`src/rtl/fitness_eval.sv`:
```
// Closed-tour Manhattan fitness evaluator: walks a 30-gene chromosome one gene per cycle.
// Optional duplicate-city penalty enabled by defining FITNESS_DUP_PENALTY_EN.
module fitness_eval #(
    parameter int                COORD_W     = 8,
    parameter int                DIST_W      = 16,
    parameter logic [DIST_W-1:0] DUP_PENALTY = 16'h0400
) (
    input  logic               clk,
    input  logic               rst,
    input  logic               coord_we,
    input  logic [4:0]         coord_addr,
    input  logic [COORD_W-1:0] coord_x,
    input  logic [COORD_W-1:0] coord_y,
    input  logic               start,
    input  logic [149:0]       chromosome,
    output logic               busy,
    output logic               valid,
    output logic [DIST_W-1:0]  fitness,
    output logic [4:0]         dup_count
);

    localparam logic [4:0] LAST_IDX = 5'd29;

    typedef enum logic [2:0] {IDLE, LOAD, WALK, CLOSE, DONE} state_t;

    state_t             state, state_nxt;
    logic [COORD_W-1:0] tab_x [32];
    logic [COORD_W-1:0] tab_y [32];
    logic [149:0]       chrom_q;
    logic [4:0]         idx;
    logic [7:0]         gene_pos;
    logic [4:0]         gene;
    logic [COORD_W-1:0] cur_x, cur_y, prev_x, prev_y, first_x, first_y;
    logic [DIST_W-1:0]  acc;
    logic [DIST_W-1:0]  dist_final;
    logic [DIST_W-1:0]  fit_final;
    logic [4:0]         dup_final;

    function automatic logic [COORD_W-1:0] abs_diff(input logic [COORD_W-1:0] a,
                                                    input logic [COORD_W-1:0] b);
        return (a >= b) ? (a - b) : (b - a);
    endfunction

    function automatic logic [DIST_W-1:0] leg_dist(input logic [COORD_W-1:0] xa,
                                                   input logic [COORD_W-1:0] ya,
                                                   input logic [COORD_W-1:0] xb,
                                                   input logic [COORD_W-1:0] yb);
        logic [COORD_W:0] s;
        s = {1'b0, abs_diff(xa, xb)} + {1'b0, abs_diff(ya, yb)};
        return DIST_W'(s);
    endfunction

    function automatic logic [DIST_W-1:0] sat_add(input logic [DIST_W-1:0] a,
                                                  input logic [DIST_W-1:0] b);
        logic [DIST_W:0] s;
        s = {1'b0, a} + {1'b0, b};
        return s[DIST_W] ? {DIST_W{1'b1}} : s[DIST_W-1:0];
    endfunction

    // Control: state register and next-state decode
    always_ff @(posedge clk) begin
        if (rst) state <= IDLE;
        else     state <= state_nxt;
    end

    always_comb begin
        state_nxt = state;
        case (state)
            IDLE:    if (start) state_nxt = LOAD;
            LOAD:    state_nxt = WALK;
            WALK:    if (idx == LAST_IDX) state_nxt = CLOSE;
            CLOSE:   state_nxt = DONE;
            DONE:    state_nxt = IDLE;
            default: state_nxt = IDLE;
        endcase
    end

    assign busy  = (state == LOAD) || (state == WALK) || (state == CLOSE);
    assign valid = (state == DONE);

    // Coordinate table: writes are frozen while an evaluation is running
    always_ff @(posedge clk) begin
        if (rst) begin
            for (int i = 0; i < 32; i++) begin
                tab_x[i] <= '0;
                tab_y[i] <= '0;
            end
        end else if (coord_we && !busy) begin
            tab_x[coord_addr] <= coord_x;
            tab_y[coord_addr] <= coord_y;
        end
    end

    assign gene_pos = 8'(idx) * 8'd5;
    assign gene     = chrom_q[gene_pos +: 5];
    assign cur_x    = tab_x[gene];
    assign cur_y    = tab_y[gene];

    // Walk datapath
    always_ff @(posedge clk) begin
        case (state)
            IDLE: begin
                if (start) begin
                    chrom_q <= chromosome;
                    idx     <= '0;
                end
            end
            LOAD: begin
                prev_x  <= cur_x;
                prev_y  <= cur_y;
                first_x <= cur_x;
                first_y <= cur_y;
                acc     <= '0;
                idx     <= 5'd1;
            end
            WALK: begin
                acc    <= sat_add(acc, leg_dist(cur_x, cur_y, prev_x, prev_y));
                prev_x <= cur_x;
                prev_y <= cur_y;
                idx    <= idx + 5'd1;
            end
            default: ;
        endcase
    end

    assign dist_final = sat_add(acc, leg_dist(prev_x, prev_y, first_x, first_y));

`ifdef FITNESS_DUP_PENALTY_EN
    localparam int PW = DIST_W + 6;

    logic [31:0] seen;
    logic [4:0]  dup;

    function automatic logic [DIST_W-1:0] sat_penalty(input logic [DIST_W-1:0] dist,
                                                      input logic [4:0]        cnt);
        logic [PW-1:0] t;
        t = PW'(dist) + PW'(cnt) * PW'(DUP_PENALTY);
        return (|t[PW-1:DIST_W]) ? {DIST_W{1'b1}} : t[DIST_W-1:0];
    endfunction

    always_ff @(posedge clk) begin
        if (rst) begin
            seen <= '0;
            dup  <= '0;
        end else if (state == LOAD) begin
            seen <= 32'd1 << gene;
            dup  <= '0;
        end else if (state == WALK) begin
            seen <= seen | (32'd1 << gene);
            if (seen[gene] && (dup != 5'd31)) dup <= dup + 5'd1;
        end
    end

    assign fit_final = sat_penalty(dist_final, dup);
    assign dup_final = dup;
`else
    logic unused_penalty;
    assign unused_penalty = ^DUP_PENALTY;
    assign fit_final      = dist_final;
    assign dup_final      = '0;
`endif

    // Result registers: new values coincide with the valid cycle
    always_ff @(posedge clk) begin
        if (rst) begin
            fitness   <= '0;
            dup_count <= '0;
        end else if (state == CLOSE) begin
            fitness   <= fit_final;
            dup_count <= dup_final;
        end
    end

endmodule

```
`config.mk`:
```
export PLATFORM = sky130hd
export DESIGN_NAME = fitness_eval
export DESIGN_NICKNAME = d
export VERILOG_FILES = /design/src/rtl/fitness_eval.sv
export SDC_FILE = /design/constraint.sdc
export NUM_CORES = 1
export LEC_CHECK = 0
export ABC_CLOCK_PERIOD_IN_PS = 17300
export CAP_MARGIN = 10
export CORE_UTILIZATION = 29
export CTS_CLUSTER_SIZE = 28
export DETAILED_ROUTE_END_ITERATION = 16
export PLACE_DENSITY = 0.42
export SLEW_MARGIN = 15
export SYNTH_ARGS = -nofsm -noshare
export SYNTH_HDL_FRONTEND = slang
export SYNTH_SLANG_ARGS = --single-unit
```
`constraint.sdc`:
```
create_clock -name clk -period 17.3 [get_ports clk]
set_input_delay 4.325 -clock clk [delete_from_list [all_inputs] [get_ports clk]]
set_output_delay 4.325 -clock clk [all_outputs]
set_load 0.05 [all_outputs]
```
==> results by group <==
Floorplan
  – Die Span Y: 356 µm
  – Top-Level Pins: 198
  – Die ar.: 0.127 mm²
  – # rows: 129
  – Initial Util: 29.4%
  – Core ar.: 0.124 mm²
  – Chip width: 356 µm

Global routing
  – Largest net degree at the start of global routing: 139
  – Overall global routing resource usage: 16.8%
  – Overflow after GRT: 0
  – Number of global-route vias before repair: 23,000
  – First-pass GRT wire length: 157 mm
  – Initial antenna violation count: 4

Drt
  – Final WL: 107 mm
  – 1st-iter DRT viols: 1,389
  – Via density: 4.74
  – Average routed wire per standard cell: 23.0 µm
  – ANT nets after route: 0
  – DR pass1 iterations: 5
  – Post-route DRC: 0
  – Via count: 22,100

Clocking
  – Root Driver: clkbuf_16
  – Clock sink total: 734
  – H-tree Lvls: 3
  – PostCTS Resize Cnt: 0
  – CTS tree: done
  – CTS clk-pin slew, worst paths: 0.06 ns
  – Post-CTS Hold Buffers: 0
  – # Post-CTS Setup Buffers: 0
  – Cts bufs inserted: 89
  – Maximum clock path buffer count: 3
  – Clk_lat worst skew: 0.67 ns

Min path
  – Hold depth: 2
  – Worst hold-check path type: reg -> reg
  – WHS Endpoint: fitness[3]
  – Min-delay src: fitness[3]

Yosys
  – Share of flip-flops with an asynchronous set or reset: 0%
  – Synth cell types: 72
  – Synth Register Bits: 734
  – Sequential area share after synthesis: 60.0%
  – Mean Syn Cell Area: 13.1 µm²
  – Leading area contributor after synthesis: edfxtp_1
  – Yosys top cell area share: 58.9%
  – Post-synth EDFFs: 715
  – Synthesized area: 0.0364 mm²
  – Gate Count Post-Synth: 2,789
  – Most common flop cell mapped by yosys: edfxtp_1
  – YS warnings: 0
  – Top cells by area, synth: edfxtp_1 59%, and2_1 9.1%, mux2i_1 7.2%, ha_1 2.7%, mux2_2 1.9%

Finish
  – Reg area: 0.0219 mm²
  – Most common cell after layout, fill and taps aside: edfxtp_1
  – Share of cells above drive strength 1: 10.1%
  – Fillers: 12,000
  – Commonest non-fill, non-tap cells in the layout: 715 x edfxtp_1, 529 x and2_1, 263 x mux2i_1
  – Area Growth Syn to Fin: 17.4%
  – Finished Core Util: 34.5%
  – Net count, final: 3,232
  – Multi-input logic area: 0.0133 mm²
  – Post-route design area: 0.0428 mm²

Setup path
  – Worst setup EP type: flip-flop
  – Critical path type: reg -> reg
  – R2R depth: 30
  – Worst r2r dst: acc[0]
  – Startpoint class of the critical path: flip-flop
  – R2R Setup Slk: 6.55 ns
  – Crit path max fanout: 41
  – WP data required: 17.67 ns
  – Reg-to-Reg Start: idx[0]
  – Crit-path slowest cell: nor2b_1
  – Worst EP arrival: 11.12 ns
  – Max stage delay on crit path: 0.77 ns

Placement
  – I/O Buffers: 192
  – Gp weighted congestion: 0.879
  – DP Area: 0.0400 mm²
  – DP HPWL: 71.5 mm

Power
  – Leakage: 16.1 nW
  – Worst vdd ir: 186 µV
  – P per Cell Area: 177 mW/mm²
  – Power Total: 7.57 mW

STA
  – Final setup violation count: 0
  – Post-layout min period: 10.75 ns
  – Final slew viol count: 0
  – Slew @ Worst Pin: 1.11 ns
  – Achievable clock frequency: 93.0 MHz
  – Final period util: 62.1%
  – RSZ-0062 raised after global routing: no
  – Setup Total Neg Slack: 0 ns
  – Max-slew headroom: 26.1%
  – Fin. Hold Viols: 0
  – Skew final: 0.0205 ns

Run status
  – Outcome: finished clean

Run
  – MaxCap Viol Count: 0
logic make-up after synthesis:
| logic type | Yosys count | synth area share [%] |
|---|---|---|
| DFF | 734 | 60.0 |
| other | 1 | 0.0103 |
| and+or+nand+nor | 909 | 14.2 |
| xor gates and xnor gates | 43 | 1.03 |
| muxes | 340 | 10.1 |
| adders and majority gates | 104 | 4.11 |
| AOI/OAI and AO/OA | 375 | 7.00 |
| buffers and inverters | 283 | 3.52 |
worst max-delay path, delay by kind of cell (launching register included):
| family | cells | cell delay [ns] |
|---|---|---|
| adders and majority gates | 4 | 1.46 |
| muxes | 1 | 0.29 |
| and+or+nand+nor | 6 | 3.22 |
| buffers and inverters | 5 | 1.32 |
| AOI/OAI and AO/OA | 14 | 3.77 |
| DFF | 1 | 0.31 |
final cells by class:
cell class / instances / share of cell area, %
inverter: 99 / 0.868
clock buffer: 114 / 5.47
timing repair buffer: 253 / 5.61
tap: 1637 / 4.79
clock inverter: 42 / 1.01
sequential: 734 / 51.1
antenna: 3 / 0.0175
multi-input combinational: 1776 / 31.2
worst max path at each step:
stage,end,cells past startpoint,slack [ns],start
3_5_place_dp,acc[0],31,6.45,idx[1]
6_report,acc[0],30,6.55,idx[0]
2_1_floorplan,idx[0],3,1.56,start
4_1_cts,acc[0],31,6.43,idx[1]
5_1_grt,acc[0],29,5.79,idx[0]
3_3_place_gp,acc[13],30,6.35,idx[0]
registers in the layout (all words and copies together), names as in the netlist:
signal   cells
first_y      8
first_x      8
state        3
prev_y       8
tab_x      256
prev_x       8
chrom_q    150
idx          5
tab_y      256
fitness     16
acc         16
cell usage after synthesis (all sizes together), types with 7 or more instances:
cell type    n
o21a        10
nor2       118
nor3         7
xor2        14
ha          78
edfxtp     715
o211ai       8
a31oi        9
or2         39
o21bai       8
clkbuf     114
mux4        17
o22ai       22
dfxtp       19
mux2i      263
nand3       26
nand2b      14
mux2        60
and3        16
nand4       10
o22a         9
and2       529
nor2b       43
buf         70
o21ai       49
xnor2       29
a211oi      83
inv         99
a21oi       94
a311oi       9
fa          26
a22oi       20
or4          7
nand2       80
a21o         9
or3          8
where the power goes:
| group | internal (mW) | total (mW) | switching, mW |
|---|---|---|---|
| Clock | 1.07 | 1.83 | 0.755 |
| Combinational | 1.45 | 3.59 | 2.13 |
| Sequential | 2.10 | 2.16 | 0.0551 |
| Total | 4.63 | 7.57 | 2.94 |
metrics by stage:
step / hold slack, ns / std cells / worst slack (ns)
floorplan: 0.604 / 2793 / 1.56
global placement: 0.491 / 4499 / 6.35
detailed placement: 0.495 / 4499 / 6.45
CTS: 0.503 / 4655 / 6.43
global route: 0.519 / 4655 / 5.79
finish: 0.499 / 4658 / 6.55
metal layers:
metal	up-vias	share of wire (%)	wire length (µm)	GRT usage, %
met5	-	0	0	0
met3	129	3.4	3660	2.16
met2	393	50	53400	29.2
met1	11100	44	47600	22.0
met4	0	2.1	2270	4.34
li1	10400	-	-	-
No activity file was read; power rests on OpenSTA's default activity.
